`src/rtl/prog_delay_line.sv`:
```
// Programmable 1..MAX_DLY cycle delay for a data word and its write strobe,
// with flush, safe delay reload (busy while refilling) and illegal-load error.
//
// Ports:
//   i_clk, i_rst_n        clock, async active-low reset
//   iv_data, i_data_wr    input word and strobe
//   iv_dly, i_dly_load    requested delay and single-cycle load request
//   i_flush               discard everything in flight
//   ov_data, o_data_wr    delayed word and strobe
//   ov_dly_cur            delay currently in force
//   o_dly_busy            pipeline refilling after a reload
//   o_dly_err             one-cycle pulse on a rejected load
module prog_delay_line #(
  parameter int DW          = 8,
  parameter int MAX_DLY     = 16,
  parameter int DLY_W       = 5,
  parameter int DEFAULT_DLY = 2
) (
  input  logic             i_clk,
  input  logic             i_rst_n,
  input  logic [DW-1:0]    iv_data,
  input  logic             i_data_wr,
  input  logic [DLY_W-1:0] iv_dly,
  input  logic             i_dly_load,
  input  logic             i_flush,
  output logic [DW-1:0]    ov_data,
  output logic             o_data_wr,
  output logic [DLY_W-1:0] ov_dly_cur,
  output logic             o_dly_busy,
  output logic             o_dly_err
);

  // Each stage holds {wr, data}.
  logic [DW:0]      stg [MAX_DLY];
  logic [DLY_W-1:0] cur;
  logic [DLY_W-1:0] cnt;
  logic             err;
  logic             in_range;
  logic             legal;
  logic             clr;
  logic [DW:0]      tap;

  assign in_range = (iv_dly != '0) &&
                    (iv_dly <= DLY_W'(MAX_DLY));
  assign legal    = i_dly_load & in_range;
  // A legal load is a superset of a flush.
  assign clr      = legal | i_flush;

  always_ff @(posedge i_clk or negedge i_rst_n) begin
    if (!i_rst_n) begin
      for (int i = 0; i < MAX_DLY; i++)
        stg[i] <= '0;
      cur <= DLY_W'(DEFAULT_DLY);
      cnt <= '0;
      err <= 1'b0;
    end else begin
      err <= i_dly_load & ~in_range;
      if (clr) begin
        for (int i = 0; i < MAX_DLY; i++)
          stg[i] <= '0;
      end else begin
        stg[0] <= {i_data_wr, iv_data};
        for (int i = 1; i < MAX_DLY; i++)
          stg[i] <= stg[i-1];
      end
      // Busy spans exactly D_new cycles: the first new word
      // reaches the tap just as cnt returns to zero.
      if (legal) begin
        cur <= iv_dly;
        cnt <= iv_dly;
      end else if (cnt != '0) begin
        cnt <= cnt - 1'b1;
      end
    end
  end

  // Tap select: stage D-1 is already a register, so no
  // input-to-output combinational path exists.
  always_comb begin
    tap = '0;
    for (int i = 0; i < MAX_DLY; i++)
      if (cur == DLY_W'(i + 1))
        tap = stg[i];
  end

  assign ov_data    = tap[DW-1:0];
  assign o_dly_busy = (cnt != '0);
  assign o_data_wr  = tap[DW] & ~o_dly_busy;
  assign ov_dly_cur = cur;
  assign o_dly_err  = err;

endmodule

```
`config.mk`:
```
export PLATFORM = sky130hd
export DESIGN_NAME = prog_delay_line
export DESIGN_NICKNAME = d
export VERILOG_FILES = /design/src/rtl/prog_delay_line.sv
export SDC_FILE = /design/constraint.sdc
export NUM_CORES = 1
export LEC_CHECK = 0
export CELL_PAD_IN_SITES_DETAIL_PLACEMENT = 0
export CELL_PAD_IN_SITES_GLOBAL_PLACEMENT = 1
export CORE_MARGIN = 5
export CORE_UTILIZATION = 42
export CTS_BUF_LIST = sky130_fd_sc_hd__clkbuf_4 sky130_fd_sc_hd__clkbuf_8
export DETAILED_ROUTE_END_ITERATION = 10
export PLACE_DENSITY_LB_ADDON = 0.1
export SETUP_SLACK_MARGIN = 0.2
export SLEW_MARGIN = 20
export SYNTH_ARGS = -nofsm -noshare
export SYNTH_HDL_FRONTEND = slang
export SYNTH_SLANG_ARGS = --single-unit
export TNS_END_PERCENT = 5
```
`constraint.sdc`:
```
create_clock -name i_clk -period 2.6 [get_ports i_clk]
set_clock_uncertainty 0.05 [all_clocks]
set_input_delay 0.39 -clock i_clk [delete_from_list [all_inputs] [get_ports i_clk]]
set_output_delay 0.39 -clock i_clk [all_outputs]
set_load 0.02 [all_outputs]
```
# After elaboration in Yosys (flattened, before gate mapping)
# Cells that the tools add are included.
# op_classes
bitwise_logic	6
muxes	19
order_cmp	1
add_sub_neg	1
n_eq_ne	16
n_reduce_logical	4
# op_table
operator	count
144-bit two-way mux	1
9-bit two-way mux	16
5-bit by 4-bit equality test with 1-bit output, second input constant	8
5-bit by 3-bit equality test with 1-bit output, second input constant	4
5-bit by 2-bit equality test with 1-bit output, second input constant	2
5-bit two-way mux	2
5-bit nonzero test	2
5-bit by 1-bit equality test with 1-bit output, second input constant	1
5-bit equality test, second input constant	1
5-bit less-or-equal comparator, second input constant	1
5-bit by 1-bit subtractor with 5-bit output, second input constant	1
1-bit bitwise AND	3
1-bit inverter	2
2-bit nonzero test	1
1-bit logical AND	1
1-bit bitwise OR	1
# totals
output_inout_bits	16
ff_bits	155

# Logic depth before layout (Yosys ltp)
# Gate-level depths: netlist of the first run.
# logic_depth
word_depth	18
depth_mapped	9
ltp_nobuf	6

# Worst setup path after synthesis of the first run
# No wires, ideal clock.
# synth_timing
kind	register to output
startpoint	register cur[1], in the netlist ov_dly_cur[1]
endpoint	output port ov_data[7]
stages_incl_launch_ff	8
t_arrival_ps	1960
path_slack_ps	200
n_path_buf	1
path_cell_list	dfstp_2 buf_2 nor2b_1 nand2_1 nor2_1 a21oi_1 o211ai_1 nor4b_2
# synth_via
elab_chain_len	17
elab_cells_between_ends	32
classes_between	eq/ne (16); mux (16)
# synth_rtl
item	line_no	rtl
start: declaration	35	logic [DLY_W-1:0] cur;
start signal: assignment	53	cur <= DLY_W'(DEFAULT_DLY);
start signal: assignment	69	cur <= iv_dly;
5-bit by 1-bit equality test with 1-bit output	82	if (cur == DLY_W'(i + 1))
9-bit two-way mux (15 in a row)	82	
9-bit two-way mux (*)	82	
end: declaration	26	output logic [DW-1:0] ov_data,
# Mark *: on every way between the ends. The rest lies on a longest branch, timed or not.

# Final worst setup path of the first run
# layout_timing
startpoint	register cur[1], in the netlist ov_dly_cur[1]
endpoint	output port ov_data[5]
# Same word-level chain as after synthesis.

==> metrics.md, run 1 <==
| Metric | Value |
|---|---|
| Outcome | `finished with violations` |
| Failing checks | `setup timing` |
| Clock root cell | `clkbuf_8` |
| Residual overflow from global routing | `0` |
| Power density normalized to cell area | `670 nW/um^2` |
| Gp weighted congestion | `0.904` |
| Share of post-route cells with drive strength above 1 | `26.2%` |
| CP peak stage delay | `0.42 ns` |
| Cell types occupying the most area after synthesis | `dfrtp_1 57%, and2_1 13%, nand2_1 2.5%` |
| Area growth syn-to-layout | `25.5%` |
| Timing startpoint of the critical path | `ov_dly_cur[1]` |
| Die area | `18900 sq um` |
| Category of the most critical setup path | `register to output pin` |
| Buffers & Inverters on Critical Path | `3` |
| Number of standard cells after synthesis | `622` |
| DRC violation total after the first TritonRoute iteration | `406` |
| Layout filler cell count | `1474` |
| Core region area | `15900 sq um` |
| Mean instance size in the synthesized netlist | `11.0 sq um` |
| Seq. cell area | `3880 sq um` |
| Area after DPL | `7960 sq um` |
| Crit path top cell by count | `buf_6` |
| Leakage power summed over all cells | `4.04 nW` |
| Total routing resource utilization after global routing | `20.4%` |
| HPWL after detailed placement | `13100 um` |
| Max-Cap Viols | `0` |
| Wire length on met3 | `643 um` |
| Die X-Extent | `137 um` |
| Measured slew at the worst slew-check pin | `0.479 ns` |
| Peak VDD IR | `0.000420 V` |
| Number of nets with antenna violations after detailed routing | `0` |
| Period minus WS final | `2.96 ns` |
| DRC | `0` |
| Number of pins with negative max-slew slack in the final report | `0` |
| Synth async-reset ratio | `100%` |
| Reg-to-reg startpoint | `cnt[0]` |
| Slowest cell on the critical path | `dfstp_2` |
| Required time of the critical path | `2.16 ns` |
| Via Count | `5080` |
| Type of the worst min-delay path | `primary input to async pin` |
| CP endpoint kind | `output pin` |
| Post-synth EDFFs | `0` |
| Post-route non-filler standard cell count | `973` |
| Clock transition at the registers of the reported paths | `0.08 ns` |
| Top achievable clock speed | `338 MHz` |
| Number of warning messages in the yosys log | `0` |
| CP Launch Type | `register` |
| # setup viols final | `9` |
| Ys flop type | `dfrtp_1` |
| Routed length on met1 | `8540 um` |
| Number of placed I/O pins | `34` |
| Total wire length | `17700 um` |
| Max layer used | `met4` |
| Endpoint arrival time on the critical path | `2.52 ns` |
| #FFs+latches synth | `155` |
| Routed len/inst | `18.2 um` |
| Synthesized cell area | `6820 sq um` |
| Total clock buffers created by CTS | `17` |
| CP top delay family | `simple AND/OR/NAND/NOR gates` |
| Global-route wire length before repair | `28900 um` |
| Placed instance count | `933` |
| Net Count, Synth | `642` |
| Clk_lat worst skew | `0.46 ns` |
| Clock Path Buffers | `2` |
| Count of port buffers added during placement | `33` |
| Met2 wire len | `8150 um` |
| Count of inserted antenna diode cells | `0` |
| Sequential fraction of the synthesis area | `56.9%` |
| Final Net Count | `764` |
| Number of sinks handled by clock tree synthesis | `155` |
| Number of distinct library cells after synthesis | `65` |
| Initial antenna violation count | `0` |
| Worst slack after detailed placement | `-0.551 ns` |
| Total power consumption of the routed design | `0.00574 W` |
| Final Hold Fails | `0` |
| Count of standard-cell rows | `46` |
| Ratio of routed vias to standard cells | `5.22` |
| TritonCTS clock tree | `yes` |
| Cells along the critical path | `buf_6, or3b_4, nor3_4, buf_6, nand2_2, o211ai_1, o2111ai_2, a21oi_2, buf_4` |
| Vias in the first global route | `5169` |
| Post-synth top area share | `56.5%` |
| Clock H-tree levels | `4` |
| Period utilisation layout | `114%` |
| Setup repair after global routing missed its margin | `true` |
| Most common cell after layout, fill and taps aside | `dfrtp_1` |
| Commonest cells after routing, fill and taps aside | `150 x dfrtp_1, 143 x and2_1, 100 x buf_4` |
| Starting density of the core | `42.9%` |
| Router iterations before antenna repair | `5` |
| Maximum fanout along the worst path | `8` |
| Biggest area consumer among synthesized cells | `dfrtp_1` |
| Non-Filler Cell Area, Final | `8560 sq um` |
| Rel. slew slack | `68.1%` |
| Largest net degree at the start of global routing | `73` |
| Area of combinational cells with multiple inputs | `2800 sq um` |
| Die extent in y | `137 um` |
| Worst Slack Setup Final | `-0.360 ns` |
-- stage by stage --
stage | utilization, % | hold WS, ns | setup TNS (ns)
2_1_floorplan | - | 0.0444 | 0
6_report | 53.9 | 0.396 | -2.74
4_1_cts | 53.4 | 0.392 | -3.47
3_5_place_dp | 50.1 | 0.313 | -3.47
5_1_grt | 53.9 | 0.406 | -4.02
3_3_place_gp | 50.1 | 0.306 | -3.65
-- where the power goes --
group          switching [W]  leakage [nW]  total (W)  internal (W)
clock network       0.000888         0.192    0.00182      0.000934
logic               0.000727          1.71    0.00135      0.000625
registers          0.0000797          2.13    0.00256       0.00248
-- final timing paths --
check,end,slack (ns),cells past startpoint
setup / recovery,ov_data[5],-0.36,9
hold / removal,stg[17],0.40,2
setup reg to reg,cnt[1],1.09,7
hold reg to reg,stg[112],0.42,1
max in group asynchronous,stg[102],1.43,3
min in group i_clk,stg[112],0.42,1
-- synth_stat cells (2+ instances only) --
cell,instances
o2111ai_1,2
nor2b_1,6
o221ai_1,4
o22ai_1,14
nor2_1,32
nand3_1,11
a32o_1,3
mux2_2,3
xnor2_1,4
and3_1,2
o21ai_1,5
o31ai_1,2
mux2i_1,14
a222oi_1,2
dfrtp_1,154
and2b_1,2
a211o_1,3
nor3_1,10
and2_1,143
o32ai_1,2
nand2_1,45
a311oi_1,2
a22oi_1,6
buf_4,4
inv_1,4
or3_1,2
a221oi_1,2
a32oi_1,3
a31oi_1,2
or4b_4,2
a21o_1,2
buf_2,8
o211ai_1,9
nor4_1,5
a2111oi_0,3
nand2b_1,5
buf_6,12
ha_1,2
a21oi_1,19
clkbuf_1,12
o21ai_0,31
-- registers in the layout, indices dropped and copies added, names as in the netlist --
name,count
o_dly_err,1
ov_dly_cur,5
cnt,5
stg,144
-- routing by layer --
layer / GRT usage, % / vias to the layer above
met5: 0 / -
met4: 6.26 / 0
met3: 4.46 / 25
met2: 31.1 / 99
met1: 29.3 / 2550
li1: - / 2406
-- final cells by class --
cell class | instances | area share, %
Clock buffer | 22 | 3.32
Sequential cell | 155 | 45.4
Inverter | 5 | 0.219
Clock inverter | 10 | 1.36
Multi-Input combinational cell | 426 | 32.7
Tap cell | 216 | 3.16
Timing Repair Buffer | 139 | 13.8
-- timing repair --
action,CTS,global route
gates cloned,0,0
gates resized for setup,74,18
hold buffers,1,0
endpoints found under the hold margin,45,0
pin swaps,7,10
setup buffers,3,4
setup endpoints to repair,10,9
-- logic make-up after synthesis --
kind of cell / share of synthesized area, %
AO/OA/AOI/OAI: 11.8
XOR/XNOR: 0.514
adder cells (fa/ha/maj): 0.367
buffers and inverters: 3.95
flip-flops: 56.9
multiplexers: 2.55
AND/OR/NAND/NOR: 23.9
Power figures use the tool's default switching activity.
==> run 2: changes to the inputs <==
--- a/config.mk
+++ b/config.mk
@@ -11,7 +11,7 @@
 export CORE_UTILIZATION = 42
 export CTS_BUF_LIST = sky130_fd_sc_hd__clkbuf_4 sky130_fd_sc_hd__clkbuf_8
 export DETAILED_ROUTE_END_ITERATION = 10
-export PLACE_DENSITY_LB_ADDON = 0.1
+export PLACE_DENSITY = 0.77
 export SETUP_SLACK_MARGIN = 0.2
 export SLEW_MARGIN = 20
 export SYNTH_ARGS = -nofsm -noshare
==> metrics.md, run 2 (synthesis gave the netlist of run 1 again) <==
| Metric | Value |
|---|---|
| Number of nets with antenna violations after detailed routing | `0` |
| Type of the worst min-delay path | `primary input to async pin` |
| Measured slew at the worst slew-check pin | `0.410 ns` |
| Outcome | `finished with violations` |
| Count of inserted antenna diode cells | `0` |
| TritonCTS clock tree | `yes` |
| Reg-to-reg startpoint | `cnt[1]` |
| Final hold slack | `0.356 ns` |
| Area after DPL | `8050 sq um` |
| Residual overflow from global routing | `0` |
| Clk_lat worst skew | `0.47 ns` |
| Non-Filler Cell Area, Final | `8650 sq um` |
| Core region area | `15900 sq um` |
| Number of pins with negative max-slew slack in the final report | `0` |
| Clock Path Buffers | `2` |
| Total wire length | `18100 um` |
| DRC | `0` |
| Max-Cap Viols | `0` |
| Worst slack after detailed placement | `-0.467 ns` |
| Number of placed I/O pins | `34` |
| Gp weighted congestion | `0.938` |
| Vias in the first global route | `5355` |
| HPWL after detailed placement | `13300 um` |
| Final Hold Fails | `0` |
| Peak VDD IR | `0.000388 V` |
| Final Net Count | `775` |
| Required time of the critical path | `2.16 ns` |
| Failing checks | `setup timing` |
| Top achievable clock speed | `328 MHz` |
| Flop-to-flop setup slack | `0.97 ns` |
| Critical register-to-register path endpoint | `cnt[1]` |
| Number of sinks handled by clock tree synthesis | `155` |
| Die extent in y | `137 um` |
| End-of-flow core utilization | `54.5%` |
| Power density normalized to cell area | `667 nW/um^2` |
| Via Count | `5222` |
| Initial antenna violation count | `0` |
| Starting density of the core | `42.9%` |
| Period utilisation layout | `117%` |
| Router iterations before antenna repair | `5` |
| Ratio of routed vias to standard cells | `5.31` |
| Layout filler cell count | `1441` |
| Largest net degree at the start of global routing | `78` |
| Routed len/inst | `18.4 um` |
| Total clock buffers created by CTS | `17` |
| Commonest cells after routing, fill and taps aside | `151 x dfrtp_1, 143 x and2_1, 109 x buf_4` |
| Clock root cell | `clkbuf_8` |
| Die X-Extent | `137 um` |
| Count of port buffers added during placement | `33` |
| Total routing resource utilization after global routing | `20.7%` |
| Top reg by flops | `stg` |
| Category of the most critical setup path | `register to output pin` |
| Number of cells on the worst reg-to-reg path | `8` |
| # setup viols final | `9` |
| Rel. slew slack | `72.6%` |
| Clock H-tree levels | `4` |
| Total power consumption of the routed design | `0.00577 W` |
| DRC violation total after the first TritonRoute iteration | `358` |
| Maximum fanout along the worst path | `6` |
| Leakage power summed over all cells | `4.11 nW` |
| CP Launch Type | `register` |
| CP peak stage delay | `0.63 ns` |
| CP endpoint kind | `output pin` |
| Global-route wire length before repair | `29400 um` |
| Flip-flop count of the largest register after layout | `144` |
| Worst Slack Setup Final | `-0.447 ns` |
| Area growth syn-to-layout | `26.9%` |
| Count of standard-cell rows | `46` |
| Timing startpoint of the critical path | `ov_dly_cur[1]` |
| Die area | `18900 sq um` |
| Period minus WS final | `3.05 ns` |
| Setup repair after global routing missed its margin | `true` |
| Clock transition at the registers of the reported paths | `0.09 ns` |
| Slowest cell on the critical path | `dfstp_2` |
| Cells along the critical path | `buf_6, nor2b_1, o21ai_0, a311oi_1, a311oi_1, nor3_1, a211o_1, clkdlybuf4s15_2` |
| Endpoint arrival time on the critical path | `2.61 ns` |
| Crit path top cell by count | `a311oi_1` |
| Share of post-route cells with drive strength above 1 | `27.6%` |
| Most common cell after layout, fill and taps aside | `dfrtp_1` |
## run 2: how the worst max path moves through the flow
stage	to	slack, ns
finish	ov_data[0]	-0.45
global route	ov_data[0]	-0.54
detailed placement	ov_data[2]	-0.47
global placement	ov_data[3]	-0.46
floorplan	ov_data[7]	0.20
CTS	ov_data[5]	-0.49
## run 2: worst max-delay path, delay by kind of cell, from the launching register on
kind	cells	cell delay, ns
buffers and inverters	2	0.39
DFF	1	0.63
and+or+nand+nor	2	0.42
AOI/OAI and AO/OA	4	0.70
## run 2: layout make-up
| type | count | area, sq um | area share, % |
|---|---|---|---|
| clock buffer | 21 | 270 | 3.12 |
| multi-input combinational | 426 | 2800 | 32.4 |
| inverter | 5 | 18.8 | 0.217 |
| sequential | 155 | 3880 | 44.9 |
| tap | 216 | 270 | 3.12 |
| clock inverter | 11 | 121 | 1.40 |
| timing repair buffer | 150 | 1280 | 14.9 |
## run 2: per-stage QoR
stage          setup TNS [ns]  cells
2_1_floorplan               0    622
3_3_place_gp            -3.62    944
3_5_place_dp            -3.62    944
4_1_cts                 -3.64    982
5_1_grt                 -4.35    984
6_report                -3.32    984
## run 2: report_power, final
| part | switching [W] | leakage (nW) | total, W | internal (W) |
|---|---|---|---|---|
| Clock | 0.000895 | 0.188 | 0.00180 | 0.000904 |
| Combinational | 0.000750 | 1.79 | 0.00140 | 0.000655 |
| Sequential | 0.0000830 | 2.13 | 0.00257 | 0.00248 |
| Total | 0.00173 | 4.11 | 0.00577 | 0.00404 |
## run 2: timing repair
| item | 4_1_cts | 5_1_grt |
|---|---|---|
| hold buffers | 1 | 0 |
| cloned | 0 | 0 |
| setup endpoints to repair | 11 | 11 |
| endpoints found under the hold margin | 37 | 0 |
| buffers inserted | 5 | 2 |
| resized for setup | 80 | 13 |
| pin swaps | 18 | 5 |
## run 2: layer usage
metal | part of all wire [%] | global-route usage (%)
met5 | 0 | 0
met3 | 4.1 | 4.49
met1 | 48 | 29.4
met2 | 46 | 31.0
met4 | 2.4 | 8.15
==> RTL change 1 (flow settings as in run 1) <==
The output `o_dly_err` loses its register stage (`err` becomes a continuous assignment).
--- a/src/rtl/prog_delay_line.sv
+++ b/src/rtl/prog_delay_line.sv
@@ -52,9 +52,7 @@
         stg[i] <= '0;
       cur <= DLY_W'(DEFAULT_DLY);
       cnt <= '0;
-      err <= 1'b0;
     end else begin
-      err <= i_dly_load & ~in_range;
       if (clr) begin
         for (int i = 0; i < MAX_DLY; i++)
           stg[i] <= '0;
@@ -74,6 +72,8 @@
     end
   end
 
+  assign err = i_dly_load & ~in_range;
+
   // Tap select: stage D-1 is already a register, so no
   // input-to-output combinational path exists.
   always_comb begin
Check against the original RTL: not equivalent (a bounded check fails within 4 cycles, from zero or initial values and one cycle with i_rst_n low).
==> RTL change 1 against run 1 <==
  * The run still ends with negative setup slack left
  * Maximum frequency decreased by 3.5%
  * Sequential cell count decreased by 1
  * Synthesized area decreased by 0.37%
  * Non-clock buffer count increased by 18
  * Wire length increased by 4.0%
  * Setup slack got worse by 0.11 ns
  * Total power increased by 1.7%
  * Design area increased by 1.8%
  * Highest routed layer unchanged
  * Die area decreased by 0.34%
  * Sequential share of layout area decreased by 1.1 points
  * Combinational power increased by 7%
==> RTL change 1: results (changes against run 1) <==
[run_status]
run_status=finished with violations  ; unchanged
failed_checks=negative setup slack  ; unchanged

[timing]
finalWorstSetupSlack_ns=-0.4670  ; was -0.3602 ns
worst_slew_pin_slew_ns=0.5187  ; was 0.4791 ns
setup_violations=9  ; unchanged
finalHoldWorstSlack_ns=0.2877  ; was 0.3959 ns

[yosys]
post_synth_main_area_contributors=dfrtp_1 (56%), and2_1 (13%), nand2_1 (2.5%), o21ai_0 (2.3%), mux2i_1 (2.1%)  ; was dfrtp_1 (57%), and2_1 (13%), nand2_1 (2.5%), o21ai_0 (2.3%), mux2i_1 (2.1%)
netlist_instances=621  ; was 622
synth_commonest_cells=dfrtp_1 (153), and2_1 (143), nand2_1 (45)  ; was dfrtp_1 (154), and2_1 (143), nand2_1 (45)
yosysSeqAreaShare_pct=56.75  ; was 56.91%

[power]
total_power_mw=5.833  ; was 5.735 mW
pwr-share-clk_pct=31.5  ; was 31.8%

[drt]
wirelength_um=18410  ; was 17,700 um
met3_wirelength_um=608  ; was 643 um
vias_per_cell=5.196  ; was 5.221
drt_iter0_markers=323  ; was 406

[worst_setup_path]
worst_path_largest_cell_delay_ns=0.55  ; was 0.42 ns
critPathMaxFanout=6  ; was 8
worst-endpoint-arrival_ns=2.63  ; was 2.52 ns

[place]
dp_hpwl_um=13200  ; was 13,130 um

[grt]
global_route.usage.total_pct=20.80  ; was 20.42%
grt.met1_usage_pct=29.49  ; was 29.26%
first_pass_grt_wire_length_um=29190  ; was 28,880 um
grtUsageMet3_pct=3.981  ; was 4.456%
grt_pass1_vias=5239  ; was 5,169

[cells_and_area]
layout_cell_share_with_drive_strength_beyond_1_pct=28.94  ; was 26.16%
number_of_nets_in_the_final_layout=781  ; was 764
layout.cells.non_filler=990  ; was 973

RTL change 1: timing repair:
action / CTS / global route
hold endpoints to repair: 22 / 0
setup endpoints to repair: 14 / 9
buffers inserted: 8 / 7
gates resized for setup: 76 / 33
gates cloned: 0 / 0
pin swaps: 5 / 16
hold buffers: 1 / 0
RTL change 1: cells by family (layout without fill, tap and decap cells):
kind of cell / after synthesis / count (layout) / synth area share, %
compound gates: 122 / 122 / 11.88
mux: 17 / 17 / 2.560
fa+ha+maj: 2 / 2 / 0.3683
xor+xnor: 4 / 4 / 0.5157
flops: 154 / 154 / 56.75
simple gates: 281 / 281 / 23.96
buf+inv: 41 / 194 / 3.960
RTL change 1: layout make-up:
class / count / area [um^2]
Fill cell: 1435 / 7173
Multi-Input combinational cell: 426 / 2851
Tap cell: 216 / 270.3
Timing Repair Buffer: 157 / 1309
Clock buffer: 21 / 282.8
Inverter: 5 / 18.77
Clock inverter: 11 / 120.1
Sequential cell: 154 / 3860
==> RTL change 2 (settings of run 1) <==
Without the edit above. `DW`: 8 -> 10.
--- a/src/rtl/prog_delay_line.sv
+++ b/src/rtl/prog_delay_line.sv
@@ -11,7 +11,7 @@
 //   o_dly_busy            pipeline refilling after a reload
 //   o_dly_err             one-cycle pulse on a rejected load
 module prog_delay_line #(
-  parameter int DW          = 8,
+  parameter int DW          = 10,
   parameter int MAX_DLY     = 16,
   parameter int DLY_W       = 5,
   parameter int DEFAULT_DLY = 2
Ports: changed (resized iv_data and ov_data); port bits go from 34 to 38. The function was not compared with the original's and may differ.
==> RTL change 2 against run 1 <==
  * Total power up 23%
  * Sequential power up 20%
  * Via count up 22%
  * Setup slack worse by 0.083 ns
  * Register-to-register slack better by 0.05 ns
  * Wire length up 32%
  * Synthesized area up 20%
  * Design area up 22%
  * The flow still finishes with violations (negative setup slack)
  * Sequential cell count up 32
  * Critical path depth down 1
==> RTL change 2: results (changes against run 1) <==
[power]
seqPwrFrac_pct=43.4  ; was 44.7%
peakVddDrop_uv=435.3  ; was 420.2 uV
power.combinational.fraction_pct=24.7  ; was 23.6%
power.share.switching_pct=30.56  ; was 29.54%
p_leak_nw=4.876  ; was 4.036 nW

[grt]
pin_count_of_the_biggest_net_entering_global_routing=83  ; was 73
grtUsageMet3_pct=3.180  ; was 4.456%
met2_grt_util_pct=36.58  ; was 31.10%
grt_pass1_vias=6562  ; was 5,169
overflow=0  ; unchanged
grt.met1_usage_pct=30.22  ; was 29.26%
first_pass_grt_wire_length_um=37390  ; was 28,880 um

[place]
numPortBuffers=37  ; was 33
dpl_worst_slack_ns=-0.5445  ; was -0.5505 ns
dp_hpwl_um=17020  ; was 13,130 um
routability_congestion_estimate_from_global_placement=0.8644  ; was 0.9037

[timing]
slew_limit_headroom_pct=51.30  ; was 68.06%
finalWorstSetupSlack_ns=-0.4431  ; was -0.3602 ns
setup_tns_after_final_layout_ns=-4.230  ; was -2.738 ns
setup_violations=11  ; was 9
finalHoldWorstSlack_ns=0.4229  ; was 0.3959 ns

[yosys]
post_synth_main_area_contributors=dfrtp_1 (57%), and2_1 (13%), o21ai_0 (2.7%), nand2_1 (1.4%), o22ai_1 (1.4%)  ; was dfrtp_1 (57%), and2_1 (13%), nand2_1 (2.5%), o21ai_0 (2.3%), mux2i_1 (2.1%)
synthesis.nets=781  ; was 642
yosysSeqAreaShare_pct=57.15  ; was 56.91%
yosysUniqueCellTypes=69  ; was 65
per_instance_average_area_after_synthesis_um2=10.79  ; was 10.96 um^2
synth_commonest_cells=dfrtp_1 (186), and2_1 (173), o21ai_0 (44)  ; was dfrtp_1 (154), and2_1 (143), nand2_1 (45)

[worst_setup_path]
worstReg2RegStart=cnt[0]  ; unchanged
worst_path_largest_cell_delay_ns=0.64  ; was 0.42 ns
worst_path_dominant_cell_family=compound AO/OA/AOI/OAI gates  ; was simple AND/OR/NAND/NOR gates
critPathMaxFanout=7  ; was 8
worst-endpoint-arrival_ns=2.60  ; was 2.52 ns
reg2reg_slack_ns=1.14  ; was 1.09 ns

[cts]
clk_transition_reported_paths_ns=0.10  ; was 0.08 ns
holdBufCountCts=1  ; unchanged
cts.repair.resized=113  ; was 74
post_cts_setup_bufs=7  ; was 3

[drt]
route.met2.wl_um=11470  ; was 8153 um
met3_wirelength_um=709  ; was 643 um
wl_per_cell_um=19.99  ; was 18.19 um
detail_route.wirelength.met1_um=10880  ; was 8542 um
drt_iter0_markers=329  ; was 406
detailedRoute.firstPassIterationCount=4  ; was 5
vias_per_cell=5.318  ; was 5.221

[run_status]
run_status=finished with violations  ; unchanged
failed_checks=negative setup slack  ; unchanged

[worst_hold_path]
min-delay-path-class=in2reg  ; was in2async

[cells_and_area]
layout_cell_share_with_drive_strength_beyond_1_pct=25.47  ; was 26.16%
flip_flop_count_of_the_largest_register_after_layout=176  ; was 144
number_of_nets_in_the_final_layout=912  ; was 764

==> RTL change 2: how the worst max path moves through the flow <==
| stage | from | end | slack [ns] | cells past startpoint |
|---|---|---|---|---|
| 2_1_floorplan | ov_dly_cur[3] | ov_data[3] | 0.15 | 7 |
| 3_3_place_gp | ov_dly_cur[2] | o_data_wr | -0.58 | 9 |
| 3_5_place_dp | ov_dly_cur[2] | ov_data[0] | -0.54 | 9 |
| 4_1_cts | ov_dly_cur[1] | ov_data[2] | -0.45 | 8 |
| 5_1_grt | ov_dly_cur[1] | o_data_wr | -0.56 | 8 |
| 6_report | ov_dly_cur[1] | o_data_wr | -0.44 | 8 |
==> RTL change 2: metrics by stage <==
stage               total power [mW]  cells  cell area [um^2]
floorplan                      3.892    759              8197
detailed placement             4.759   1128              9674
CTS                            7.127   1168             10410
global placement               4.745   1128              9674
global route                   7.381   1168             10410
finish                         7.074   1168             10410
==> RTL change 2: cells by family (layout without fill, tap and decap cells) <==
| logic type | count (synthesis) | count (layout) | share of synthesized area (%) |
|---|---|---|---|
| DFF | 187 | 187 | 57.15 |
| buffers and inverters | 74 | 218 | 4.262 |
| AOI/OAI and AO/OA | 161 | 161 | 13.23 |
| xor gates and xnor gates | 5 | 5 | 0.5347 |
| adders and majority gates | 2 | 2 | 0.3055 |
| and+or+nand+nor | 317 | 317 | 22.76 |
| muxes | 13 | 13 | 1.757 |
==> RTL change 2: layout make-up <==
| type | count | area [um^2] |
|---|---|---|
| fillers | 1758 | 8924 |
| flip-flops and latches | 187 | 4684 |
| multi-input cells | 498 | 3372 |
| repair buffers | 169 | 1498 |
| well taps | 265 | 331.6 |
| clock buffers | 19 | 261.5 |
| clock inverters | 13 | 200.2 |
| inverters | 17 | 63.81 |
